[src/rtl/mem_stage_lsu.sv]
// rtl/mem_stage_lsu.sv - MEM pipeline stage: load/store unit over a req/ack data bus
//
// Purpose
//    Takes the EX_MEM bundle, performs byte/half/word loads and stores over a
//    single-outstanding req/ack data-memory bus, and registers the MEM_WB bundle
//    for write_back. Upstream is stalled while a bus access is in flight.
//    Misaligned accesses, illegal funct3 codes and bus timeouts complete with
//    MEM_WB_err=1 and no register write.
//
// Port summary
//    clk, rst            clock (rising edge), asynchronous active-low reset
//    EX_MEM_*            incoming instruction bundle (held stable while mem_stall=1)
//    mem_stall           upstream hold request
//    dmem_req/we/addr/be/wdata, dmem_rdata/ack
//                        data-memory bus; req held until ack or timeout
//    MEM_WB_*            registered outgoing bundle for write_back

module mem_stage_lsu #(
   parameter int TIMEOUT_CYC = 16,
   parameter int CNT_W       = 5
) (
   input  logic        clk,
   input  logic        rst,
   input  logic        EX_MEM_valid,
   input  logic [31:0] EX_MEM_ALU_OUT,
   input  logic [31:0] EX_MEM_writedata,
   input  logic [4:0]  EX_MEM_RD,
   input  logic [2:0]  EX_MEM_funct3,
   input  logic        EX_MEM_memwrite_en,
   input  logic        EX_MEM_regwrite_en,
   input  logic        EX_MEM_wb_sel,
   output logic        mem_stall,
   output logic        dmem_req,
   output logic        dmem_we,
   output logic [31:0] dmem_addr,
   output logic [3:0]  dmem_be,
   output logic [31:0] dmem_wdata,
   input  logic [31:0] dmem_rdata,
   input  logic        dmem_ack,
   output logic        MEM_WB_valid,
   output logic [4:0]  MEM_WB_RD,
   output logic        MEM_WB_regwrite_en,
   output logic        MEM_WB_wb_sel,
   output logic [31:0] MEM_WB_ALU_OUT,
   output logic [31:0] MEM_WB_LOAD_ALU_OUT,
   output logic        MEM_WB_err
);

   typedef enum logic {S_IDLE = 1'b0, S_WAIT = 1'b1} state_t;

   // r_cnt holds the number of WAIT cycles already completed, so the abort
   // fires in the last allowed WAIT cycle (req high exactly TIMEOUT_CYC cycles).
   localparam bit               TO_EN     = (TIMEOUT_CYC != 0);
   localparam int               TO_LAST_I = TO_EN ? TIMEOUT_CYC - 1 : 0;
   localparam logic [CNT_W-1:0] TO_LAST   = TO_LAST_I[CNT_W-1:0];

   state_t           r_state;
   state_t           w_state_nxt;
   logic [CNT_W-1:0] r_cnt;

   logic        r_dmem_we;
   logic [31:0] r_dmem_addr;
   logic [3:0]  r_dmem_be;
   logic [31:0] r_dmem_wdata;

   logic        r_wb_valid;
   logic [4:0]  r_wb_rd;
   logic        r_wb_rw;
   logic        r_wb_sel;
   logic [31:0] r_wb_alu;
   logic [31:0] r_wb_ld;
   logic        r_wb_err;

   logic        w_is_store;
   logic        w_is_load;
   logic        w_mem_op;
   logic        w_misalign;
   logic        w_illegal;
   logic        w_bad;
   logic        w_start;
   logic        w_timeout;

   logic        w_stall;
   logic        w_req;
   logic        w_wb_live;
   logic        w_wb_err;
   logic        w_wb_rdok;
   logic        w_cnt_run;

   logic [3:0]  w_be;
   logic [31:0] w_wdata;
   logic [7:0]  w_ld_byte;
   logic [15:0] w_ld_half;
   logic [31:0] w_ld_data;

   // ---------------------------------------------------------------- decode
   // A store wins if both memwrite_en and wb_sel are set.
   assign w_is_store = EX_MEM_memwrite_en;
   assign w_is_load  = EX_MEM_wb_sel & ~EX_MEM_memwrite_en;
   assign w_mem_op   = EX_MEM_valid & (EX_MEM_memwrite_en | EX_MEM_wb_sel);

   assign w_misalign = ((EX_MEM_funct3[1:0] == 2'b01) & EX_MEM_ALU_OUT[0]) |
                       ((EX_MEM_funct3[1:0] == 2'b10) & (EX_MEM_ALU_OUT[1:0] != 2'b00));

   always_comb begin
      w_illegal = 1'b0;
      if (w_is_store) begin
         w_illegal = (EX_MEM_funct3 >= 3'b011);
      end else begin
         case (EX_MEM_funct3)
            3'b011, 3'b110, 3'b111: w_illegal = 1'b1;
            default:                w_illegal = 1'b0;
         endcase
      end
   end

   assign w_bad     = w_misalign | w_illegal;
   assign w_start   = w_mem_op & ~w_bad;
   assign w_timeout = TO_EN && (r_cnt == TO_LAST);

   // ------------------------------------------------------- store lanes
   always_comb begin
      w_be    = 4'b0000;
      w_wdata = 32'h0000_0000;
      case (EX_MEM_funct3[1:0])
         2'b00: begin
            w_be    = 4'b0001 << EX_MEM_ALU_OUT[1:0];
            w_wdata = {4{EX_MEM_writedata[7:0]}};
         end
         2'b01: begin
            w_be    = 4'b0011 << {EX_MEM_ALU_OUT[1], 1'b0};
            w_wdata = {2{EX_MEM_writedata[15:0]}};
         end
         default: begin
            w_be    = 4'b1111;
            w_wdata = EX_MEM_writedata;
         end
      endcase
   end

   // -------------------------------------------------------- load lanes
   // EX_MEM is held stable during WAIT, so the address/funct3 seen with the
   // ack are still those of the access in flight.
   always_comb begin
      w_ld_byte = 8'h00;
      case (EX_MEM_ALU_OUT[1:0])
         2'b00: w_ld_byte = dmem_rdata[7:0];
         2'b01: w_ld_byte = dmem_rdata[15:8];
         2'b10: w_ld_byte = dmem_rdata[23:16];
         default: w_ld_byte = dmem_rdata[31:24];
      endcase
      w_ld_half = EX_MEM_ALU_OUT[1] ? dmem_rdata[31:16] : dmem_rdata[15:0];
      case (EX_MEM_funct3)
         3'b000:  w_ld_data = {{24{w_ld_byte[7]}}, w_ld_byte};
         3'b001:  w_ld_data = {{16{w_ld_half[15]}}, w_ld_half};
         3'b010:  w_ld_data = dmem_rdata;
         3'b100:  w_ld_data = {24'h00_0000, w_ld_byte};
         3'b101:  w_ld_data = {16'h0000, w_ld_half};
         default: w_ld_data = 32'h0000_0000;
      endcase
   end

   // -------------------------------------------------------- FSM: state
   always_ff @(posedge clk or negedge rst) begin
      if (!rst) begin
         r_state <= S_IDLE;
      end else begin
         r_state <= w_state_nxt;
      end
   end

   // --------------------------------------------------- FSM: next state
   always_comb begin
      w_state_nxt = r_state;
      case (r_state)
         S_IDLE: if (w_start) w_state_nxt = S_WAIT;
         S_WAIT: if (dmem_ack || w_timeout) w_state_nxt = S_IDLE;
         default: w_state_nxt = S_IDLE;
      endcase
   end

   // ------------------------------------------------------ FSM: outputs
   // w_wb_live selects whether MEM_WB loads a live instruction or a bubble
   // on the coming edge; it is 0 while an access is still outstanding.
   always_comb begin
      w_stall   = 1'b0;
      w_req     = 1'b0;
      w_wb_live = 1'b0;
      w_wb_err  = 1'b0;
      w_wb_rdok = 1'b0;
      w_cnt_run = 1'b0;
      case (r_state)
         S_IDLE: begin
            if (w_start) begin
               w_stall = 1'b1;
            end else begin
               w_wb_live = EX_MEM_valid;
               w_wb_err  = w_mem_op & w_bad;
            end
         end
         S_WAIT: begin
            w_req = 1'b1;
            if (dmem_ack) begin
               w_wb_live = 1'b1;
               w_wb_rdok = 1'b1;
            end else if (w_timeout) begin
               w_wb_live = 1'b1;
               w_wb_err  = 1'b1;
            end else begin
               w_stall   = 1'b1;
               w_cnt_run = 1'b1;
            end
         end
         default: ;
      endcase
   end

   // Stall is gated by reset so every output reads 0 while rst is low.
   assign mem_stall = w_stall & rst;
   assign dmem_req  = w_req;

   // ------------------------------------------------------ timeout count
   always_ff @(posedge clk or negedge rst) begin
      if (!rst) begin
         r_cnt <= '0;
      end else if (w_cnt_run) begin
         r_cnt <= r_cnt + 1'b1;
      end else begin
         r_cnt <= '0;
      end
   end

   // ------------------------------------------------------ bus registers
   always_ff @(posedge clk or negedge rst) begin
      if (!rst) begin
         r_dmem_we    <= 1'b0;
         r_dmem_addr  <= 32'h0000_0000;
         r_dmem_be    <= 4'b0000;
         r_dmem_wdata <= 32'h0000_0000;
      end else if ((r_state == S_IDLE) && w_start) begin
         r_dmem_we    <= w_is_store;
         r_dmem_addr  <= {EX_MEM_ALU_OUT[31:2], 2'b00};
         r_dmem_be    <= w_be;
         r_dmem_wdata <= w_is_store ? w_wdata : 32'h0000_0000;
      end
   end

   assign dmem_we    = r_dmem_we;
   assign dmem_addr  = r_dmem_addr;
   assign dmem_be    = r_dmem_be;
   assign dmem_wdata = r_dmem_wdata;

   // --------------------------------------------------- MEM_WB registers
   always_ff @(posedge clk or negedge rst) begin
      if (!rst) begin
         r_wb_valid <= 1'b0;
         r_wb_rd    <= 5'd0;
         r_wb_rw    <= 1'b0;
         r_wb_sel   <= 1'b0;
         r_wb_alu   <= 32'h0000_0000;
         r_wb_ld    <= 32'h0000_0000;
         r_wb_err   <= 1'b0;
      end else begin
         r_wb_valid <= w_wb_live;
         r_wb_rd    <= w_wb_live ? EX_MEM_RD : 5'd0;
         r_wb_rw    <= w_wb_live & EX_MEM_regwrite_en & ~w_is_store & ~w_wb_err;
         r_wb_sel   <= w_wb_live & EX_MEM_wb_sel;
         r_wb_alu   <= w_wb_live ? EX_MEM_ALU_OUT : 32'h0000_0000;
         r_wb_ld    <= (w_wb_rdok & w_is_load) ? w_ld_data : 32'h0000_0000;
         r_wb_err   <= w_wb_err;
      end
   end

   assign MEM_WB_valid        = r_wb_valid;
   assign MEM_WB_RD           = r_wb_rd;
   assign MEM_WB_regwrite_en  = r_wb_rw;
   assign MEM_WB_wb_sel       = r_wb_sel;
   assign MEM_WB_ALU_OUT      = r_wb_alu;
   assign MEM_WB_LOAD_ALU_OUT = r_wb_ld;
   assign MEM_WB_err          = r_wb_err;

endmodule

[config.mk]
export PLATFORM = sky130hd
export DESIGN_NAME = mem_stage_lsu
export DESIGN_NICKNAME = d
export VERILOG_FILES = /design/src/rtl/mem_stage_lsu.sv
export SDC_FILE = /design/constraint.sdc
export NUM_CORES = 1
export LEC_CHECK = 0
export CORE_MARGIN = 2
export CORE_UTILIZATION = 35
export CTS_CLUSTER_DIAMETER = 200
export DETAILED_ROUTE_END_ITERATION = 10
export PLACE_DENSITY = 0.8
export SKIP_CTS_REPAIR_TIMING = 1
export SYNTH_ARGS = -nofsm -noshare
export SYNTH_HDL_FRONTEND = slang
export SYNTH_SLANG_ARGS = --single-unit
[constraint.sdc]
create_clock -name clk -period 2.93 [get_ports clk]
set_input_delay 0.586 -clock clk [delete_from_list [all_inputs] [get_ports clk]]
set_output_delay 0.586 -clock clk [all_outputs]
set_load 0.01 [all_outputs]
==> summary.txt, run 1 <==
Yosys reg bits: 146
largest net degree at the start of global routing: 147
Die X: 137 um
maximum VDD drop: 0.392 mV
worst endpoint required time: 2.34 ns
Initial Util: 35.7%
final WL: 18.3 mm
largest family of logic cells by synthesized area: simple AND/OR/NAND/NOR gates
synth top area cells: dfrtp_1 59%, mux2_2 5.8%, nand2_1 5.4%
compound-gate portion of the synthesized area: 11.2%
maxcap violations: 0
Final nets: 907
Crit Path Class: reg2out
status: finished clean
Final Util: 55.8%
Clock Sinks: 146
vias in the first global route: 4938
TritonCTS buffer count: 17
vias post-DR: 5060
FF-to-FF setup slack: 0.58 ns
overall die height: 137 um
fraction of layout cells with a size suffix above 1: 15.1%
cell area after layout: 9640 um2
fin. max-slew vios: 0
Yosys top cell area share: 59.2%
post-synthesis mux area share: 11.4%
number of standard cells after synthesis: 540
Core Box Area: 17300 um2
worst min-delay path class: in2async
std cell rows: 48
first-pass GRT wire length: 27.5 mm
Top Ports: 255
CTS clock-pin slew for the worst setup and hold paths: 0.06 ns
critical-path maximum fanout: 3
post-synthesis async set-or-reset flop share: 100%
synth-to-layout area growth: 56.2%
H-tree depth: 4
WL/cell: 17.7 um
crit share post-route: 95.5%
antenna viol nets, final: 0
Total GRT Usage: 19.5%
Synth Cell Area: 6170 um2
CP dominant cell by count: ha_1
drt via density: 4.90
Clk Latency, worst-skew pair: 0.41 ns
Synth Area in XOR/XNOR: 0.284%
worst r2r dst: MEM_WB_ALU_OUT[3]
Synth warnings: 0
drt pass-1 iters: 5
Mapped Avg Cell Area: 11.4 um2
crit path capture type: output pin
placed cell areas: 8990 um2
GP Congestion: 0.832
count leader, synth: dfrtp_1
post-route insts no fill: 1033
Longest Clk Path Bufs: 2
Synth Flop Type: dfrtp_1
Tightest Pin Transition: 1.17 ns
RSZ-0062 raised after global routing: no
highest clock rate: 0.357 GHz
largest area contributor in the netlist: dfrtp_1
Hold Fails Final Rpt: 0
slew margin rel.: 22.1%
worst r2r path cells: 8
Leak: 0.00423 uW
drt drc: 0
# setup viols final: 0
die footprint: 18700 um2
initial DRC count: 237
Netlist cell types: 45
Power Dens Cells: 641 nW/um2
EDFF count, synth: 0
number of fill cells: 1486
global-route congestion overflow total: 0
dpl cells: 999
crit path DAT: 2.21 ns
Port Buffer Count: 252
Synth Area in Simple Gates: 13.9%
initial antenna violation count: 2
post-route setup TNS: 0 ns
Worst setup SP type: flip-flop
CTS tree: yes
Root Driver: clkbuf_16
RR Startpoint: r_cnt[0]
adder-cell share of the synthesized area: 0.405%
minimum clock period: 2.80 ns
Clock Skews: 0.0107 ns
HPWL after DPL: 13.1 mm
Commonest cells post-synth: 146 x dfrtp_1, 88 x nand2_1, 40 x and2_1, 35 x o21ai_0, 32 x mux2_2
Crit path largest cell delay: 0.47 ns
Critical-path top delay cell: or3b_2
register area share after synthesis: 59.2%
worst-path cell chain: ha_1 -> and3_1 -> ha_1 -> or3b_2 -> nand2_2 -> and2_1 -> buf_6
==> final cells by class <==
cell class                      count  area [um2]  area share [%]
Antenna cell                        1        2.50          0.0259
Inverter                            6        22.5           0.234
Sequential cell                   146        3650            37.9
Tap cell                          225         282            2.92
Timing Repair Buffer              275        2740            28.4
Clock buffer                       18         439            4.55
Multi-Input combinational cell    348        2330            24.1
Clock inverter                     14         180            1.87
==> cells by family (layout without fill, tap and decap cells) <==
family,count (synthesis),after routing
XOR/XNOR,2,2
flip-flops,146,146
other,1,3
AO/OA/AOI/OAI,110,110
multiplexers,58,58
AND/OR/NAND/NOR,174,174
buffers and inverters,47,313
adder cells (fa/ha/maj),2,2
==> metrics by stage <==
| stage | setup slack [ns] | total power [uW] | hold slack [ns] |
|---|---|---|---|
| detailed placement | -0.574 | 3990 | 0.459 |
| global route | 0.0236 | 6480 | 0.366 |
| floorplan | 0.130 | 3040 | 0.290 |
| finish | 0.132 | 6180 | 0.195 |
| global placement | -0.573 | 3950 | 0.448 |
| CTS | -0.579 | 6250 | 0.358 |
==> worst max-delay path, delay by kind of cell (launching register included) <==
kind                       cells  cell delay [ns]
DFF                            1             0.40
buffers and inverters          1             0.11
and+or+nand+nor                4             0.88
adders and majority gates      2             0.42
==> how the worst max path moves through the flow <==
stage | endpoint | from | slack, ns
2_1_floorplan | mem_stall | EX_MEM_ALU_OUT[0] | 0.13
3_3_place_gp | mem_stall | EX_MEM_ALU_OUT[1] | -0.57
3_5_place_dp | mem_stall | EX_MEM_ALU_OUT[1] | -0.57
4_1_cts | mem_stall | EX_MEM_ALU_OUT[1] | -0.58
5_1_grt | mem_stall | r_cnt[0] | 0.02
6_report | mem_stall | r_cnt[0] | 0.13
==> where the power goes <==
group          leakage (uW)  internal, uW  total (uW)  switching (uW)
sequential          0.00190          2300        2450             150
combinational       0.00203           885        1480             595
clock              0.000302          1380        2250             871
total               0.00423          4560        6180            1620
==> layer usage <==
metal,part of all wire [%],vias to the layer above,track usage (%)
met4,1.8,2,6.41
li1,-,2380,-
met3,8.8,25,6.70
met5,0.071,-,0
met1,42,2436,25.2
met2,47,217,30.9
==> registers in the layout (all words and copies together), names as in the netlist <==
name,count
MEM_WB_regwrite_en,1
MEM_WB_err,1
dmem_wdata,32
r_cnt,5
MEM_WB_LOAD_ALU_OUT,32
dmem_addr,30
dmem_we,1
MEM_WB_valid,1
MEM_WB_wb_sel,1
MEM_WB_RD,5
dmem_be,4
r_state,1
MEM_WB_ALU_OUT,32
==> cells in the final DEF (no fill, tap or decap), drive strengths merged, types with 2 or more instances in the layout <==
cell / netlist / final
a211oi: 7 / 7
nand2: 88 / 88
dlymetal6s2s: 0 / 5
bufinv: 0 / 3
a22oi: 8 / 8
nor3b: 8 / 8
nor2: 11 / 11
mux2: 49 / 49
o31ai: 9 / 9
conb: 1 / 2
inv: 6 / 8
and2: 40 / 40
o211ai: 9 / 9
nor2b: 9 / 9
dfrtp: 146 / 146
mux2i: 9 / 9
o21ai: 36 / 36
nand2b: 2 / 2
clkinv: 0 / 8
clkbuf: 31 / 18
ha: 2 / 2
a21oi: 27 / 27
nor4: 8 / 8
clkdlybuf4s50: 0 / 245
or4: 2 / 2
buf: 10 / 25
a31o: 7 / 7
(Power assumes the default switching activity.)
==> run 2: changes to the inputs <==
--- a/config.mk
+++ b/config.mk
@@ -5,6 +5,7 @@
 export SDC_FILE = /design/constraint.sdc
 export NUM_CORES = 1
 export LEC_CHECK = 0
+export CORE_ASPECT_RATIO = 0.8
 export CORE_MARGIN = 2
 export CORE_UTILIZATION = 35
 export CTS_CLUSTER_DIAMETER = 200
==> summary.txt, run 2 (same netlist as run 1, synthesis figures left out) <==
H-tree depth: 4 (unchanged)
vias in the first global route: 5202 (+5.3%)
Tightest Pin Transition: 0.957 ns (-0.210 ns)
maxcap violations: 0 (unchanged)
commonest non-fill, non-tap cell in the layout: clkdlybuf4s50_1
critical path startpoint: r_cnt[0]
Total GRT Usage: 19.7% (+0.20 points)
CTS tree: yes
Clk Latency, worst-skew pair: 0.42 ns (about the same)
Initial Util: 35.6% (-0.057 points)
crit path capture type: output pin
Leak: 0.00422 uW (-0.16%)
RR Startpoint: r_cnt[0]
status: finished clean
most frequent cells in the layout: 246 x clkdlybuf4s50_1, 146 x dfrtp_1, 87 x nand2_1
fraction of layout cells with a size suffix above 1: 15.3% (+0.23 points)
Port Buffer Count: 252 (unchanged)
Die X: 152 um (+11%)
Crit Path Class: reg2out
final WL: 18.4 mm (+0.61%)
initial antenna violation count: 2 (unchanged)
Hold Fails Final Rpt: 0 (unchanged)
Final Util: 55.8% (about the same)
drt pass-1 iters: 4 (-1)
largest net degree at the start of global routing: 147 (unchanged)
drt via density: 4.88 (-0.35%)
post-route insts no fill: 1035 (+0.19%)
RSZ-0062 raised after global routing: no
maximum VDD drop: 0.342 mV (-13%)
worst endpoint required time: 2.34 ns (about the same)
crit share post-route: 95.1% (-0.39 points)
worst min-delay path class: in2async
critical-path maximum fanout: 3 (unchanged)
Clock Sinks: 146 (unchanged)
dpl cells: 1001 (+0.20%)
first-pass GRT wire length: 28.5 mm (+3.5%)
highest clock rate: 0.359 GHz (+0.42%)
TritonCTS buffer count: 17 (unchanged)
vias post-DR: 5052 (-0.16%)
antenna viol nets, final: 0 (unchanged)
Final nets: 908 (+0.11%)
minimum clock period: 2.79 ns (-0.0116 ns)
HPWL after DPL: 13.0 mm (-0.42%)
Worst setup SP type: flip-flop
CTS clock-pin slew for the worst setup and hold paths: 0.07 ns (about the same)
synth-to-layout area growth: 56.6%
fin. max-slew vios: 0 (unchanged)
Power Total: 6230 uW (+0.76%)
std cell rows: 43 (-10%)
GP Congestion: 0.855 (+2.7%)
Core Box Area: 17300 um2 (+0.16%)
crit path DAT: 2.20 ns (about the same)
die footprint: 18700 um2 (about the same)
overall die height: 123 um (-10%)
initial DRC count: 268 (+13%)
Longest Clk Path Bufs: 2 (unchanged)
drt drc: 0 (unchanged)
global-route congestion overflow total: 0 (unchanged)
WL/cell: 17.8 um (+0.41%)
Root Driver: clkbuf_16
# setup viols final: 0 (unchanged)
Power Dens Cells: 644 nW/um2 (+0.51%)
Top Ports: 255 (unchanged)
Clock Skews: 0.0137 ns (+0.00296 ns)
slew margin rel.: 36.2% (+14 points)
run 2: cell types whose count changed in the layout (fill, tap and decap cells not counted), moves of 2 or more:
cell      previous run  this run
clkinv_2             2         0
clkinv_4             6         2
inv_6                1         3
inv_8                1         5
run 2: area by class of cell:
type,instances,area (um2)
sequential,146,3650
tap,225,282
fill,1497,7660
clock inverter,15,191
multi-input combinational,348,2330
inverter,6,22.5
antenna,2,5.00
clock buffer,17,425
timing repair buffer,276,2760
run 2: path summary, 6_finish.rpt:
path | slack (ns) | to | cells past startpoint
max in group asynchronous | 2.07 | dmem_wdata[1] | 2
worst min-delay path | 0.31 | dmem_addr[13] | 2
worst max-delay path | 0.14 | mem_stall | 7
worst min register to register | 0.47 | r_cnt[0] | 1
worst max register to register | 0.69 | MEM_WB_ALU_OUT[27] | 9
min in group clk | 0.47 | r_cnt[0] | 1
run 2: metal layers:
layer	vias up	share of wire, %	wire (um)	GRT usage [%]
met5	-	0	0	0
met4	0	1.3	231	5.79
met3	16	9.2	1700	7.52
met2	223	48	8810	32.2
met1	2439	42	7640	24.6
li1	2374	-	-	-
run 2: through the flow:
stage / hold slack, ns / setup slack, ns / instance area [um2] / setup TNS, ns
3_3_place_gp: 0.444 / -0.568 / 9020 / -22.16
6_report: 0.311 / 0.144 / 9670 / 0
4_1_cts: 0.355 / -0.549 / 9640 / -0.549
3_5_place_dp: 0.458 / -0.539 / 9020 / -22.60
5_1_grt: 0.370 / 0.0596 / 9670 / 0
2_1_floorplan: 0.290 / 0.130 / 6180 / 0
run 2: report_power, final:
part | internal, uW | switching [uW] | leakage [uW]
Sequential | 2300 | 148 | 0.00190
Clock | 1300 | 968 | 0.000297
Combinational | 898 | 611 | 0.00203
run 2: critical path, stage by stage, from the launching register on:
cell	delay (ns)
dfrtp_1	0.40
ha_1	0.22
and3_1	0.19
ha_1	0.19
or3b_2	0.47
nand2_2	0.09
and2_4	0.14
buf_6	0.10
==> run 3: changes to the inputs <==
==> constraint.sdc (replaced) <==
create_clock -name clk -period 2.93 [get_ports clk]
set_input_delay 0.586 -clock clk [delete_from_list [all_inputs] [get_ports clk]]
set_output_delay 0.586 -clock clk [all_outputs]
set_load 0.05 [all_outputs]
==> summary.txt, run 3 (same netlist as run 1, synthesis figures left out) <==
highest clock rate: 0.352 GHz (-2.0%)
commonest non-fill, non-tap cell in the layout: clkdlybuf4s50_1
drt pass-1 iters: 5 (+1)
worst r2r path cells: 8 (-1)
Tightest Pin Transition: 0.798 ns (-0.159 ns)
final WL: 18.1 mm (-1.3%)
die footprint: 18700 um2 (unchanged)
RR Startpoint: r_cnt[0]
TritonCTS buffer count: 17 (unchanged)
GP Congestion: 0.810 (-5.3%)
H-tree depth: 4 (unchanged)
largest net degree at the start of global routing: 147 (unchanged)
fin. max-slew vios: 0 (unchanged)
maximum VDD drop: 0.381 mV (+11%)
antenna viol nets, final: 0 (unchanged)
Total GRT Usage: 19.3% (-0.38 points)
first-pass GRT wire length: 27.7 mm (-2.8%)
critical path startpoint: EX_MEM_memwrite_en
fraction of layout cells with a size suffix above 1: 14.8% (-0.55 points)
slew margin rel.: 46.8% (+11 points)
vias post-DR: 5032 (-0.40%)
Clk Latency, worst-skew pair: 0.42 ns (about the same)
Port Buffer Count: 252 (unchanged)
worst r2r dst: MEM_WB_ALU_OUT[31]
std cell rows: 43 (unchanged)
Final nets: 904 (-0.44%)
dpl cells: 997 (-0.40%)
status: finished clean
Clock Skews: 0.00652 ns (-0.00717 ns)
Longest Clk Path Bufs: 2 (unchanged)
worst min-delay path class: in2async
CTS tree: yes
Leak: 0.00422 uW (about the same)
Clock Sinks: 146 (unchanged)
FF+latch area: 3650 um2 (unchanged)
crit path DAT: 2.26 ns (+0.06 ns)
drt drc: 0 (unchanged)
WL/cell: 17.6 um (-0.94%)
crit path capture type: output pin
Die X: 152 um (unchanged)
overall die height: 123 um (unchanged)
Core Box Area: 17300 um2 (unchanged)
vias in the first global route: 5012 (-3.7%)
# setup viols final: 0 (unchanged)
Initial Util: 35.6% (unchanged)
FF-to-FF setup slack: 0.81 ns (+0.12 ns)
Root Driver: clkbuf_16
critical-path maximum fanout: 3 (unchanged)
most frequent cells in the layout: 246 x clkdlybuf4s50_1, 146 x dfrtp_1, 87 x nand2_1
global-route congestion overflow total: 0 (unchanged)
initial DRC count: 301 (+12%)
HPWL after DPL: 12.8 mm (-1.7%)
initial antenna violation count: 2 (unchanged)
RSZ-0062 raised after global routing: no
CTS clock-pin slew for the worst setup and hold paths: 0.06 ns (about the same)
number of fill cells: 1498 (+0.067%)
Worst setup SP type: primary input
synth-to-layout area growth: 56.5% (about the same)
Multi-input gate area: 2330 um2 (+0.11%)
WHS: 0.257 ns (-0.0532 ns)
post-route insts no fill: 1031 (-0.39%)
drt via density: 4.88 (about the same)
Crit Path Class: in2out
maxcap violations: 0 (unchanged)
crit share post-route: 97.1% (+2.0 points)
Top Ports: 255 (unchanged)
minimum clock period: 2.84 ns (+0.0582 ns)
Hold Fails Final Rpt: 0 (unchanged)
worst endpoint required time: 2.34 ns (about the same)
Power Dens Cells: 752 nW/um2 (+17%)
==> run 3: critical path, cell delays in order <==
cell and delay, ns:
clkdlybuf4s50_1 0.46, a221o_1 0.35, a2111o_2 0.51, nand2_2 0.09, and2_4 0.15, buf_12 0.13
==> run 3: power by group <==
part / switching, uW / internal, uW / total, uW
Combinational: 1510 / 885 / 2390
Clock: 898 / 1530 / 2430
Sequential: 147 / 2300 / 2450
Total: 2550 / 4720 / 7270
==> run 3: through the flow <==
step / cell area (um2) / worst slack (ns) / util (%) / total power (uW) / TNS, ns
floorplan: 6180 / 0.0572 / - / 3930 / 0
global placement: 8990 / -0.198 / 51.9 / 4870 / -8.23
detailed placement: 8990 / -0.173 / 51.9 / 4890 / -6.78
CTS: 9640 / -0.177 / 55.6 / 7330 / -0.177
global route: 9660 / 0.0311 / 55.8 / 7550 / 0
finish: 9660 / 0.0856 / 55.8 / 7270 / 0
==> run 3: layout make-up <==
type / instances / area share, %
sequential: 146 / 37.8
timing repair buffer: 272 / 28.1
multi-input combinational: 348 / 24.1
clock buffer: 18 / 4.44
tap: 225 / 2.91
clock inverter: 14 / 2.30
inverter: 6 / 0.233
antenna: 2 / 0.0518
==> run 3: layer usage <==
metal	global-route usage [%]	share of wire (%)	up-vias	routed length, um
met1	25.0	45	2401	8090
met5	0	0	-	0
met2	30.0	45	235	8240
met4	7.93	2.0	0	369
li1	-	-	2366	-
met3	6.67	7.9	30	1440
==> run 3: worst max path at each step <==
stage                          to  slack, ns  cells past startpoint
2_1_floorplan           mem_stall       0.06                      7
3_3_place_gp            mem_stall      -0.20                      6
3_5_place_dp   MEM_WB_ALU_OUT[31]      -0.17                      8
4_1_cts                 mem_stall      -0.18                      6
5_1_grt                 mem_stall       0.03                      6
6_report                mem_stall       0.09                      6
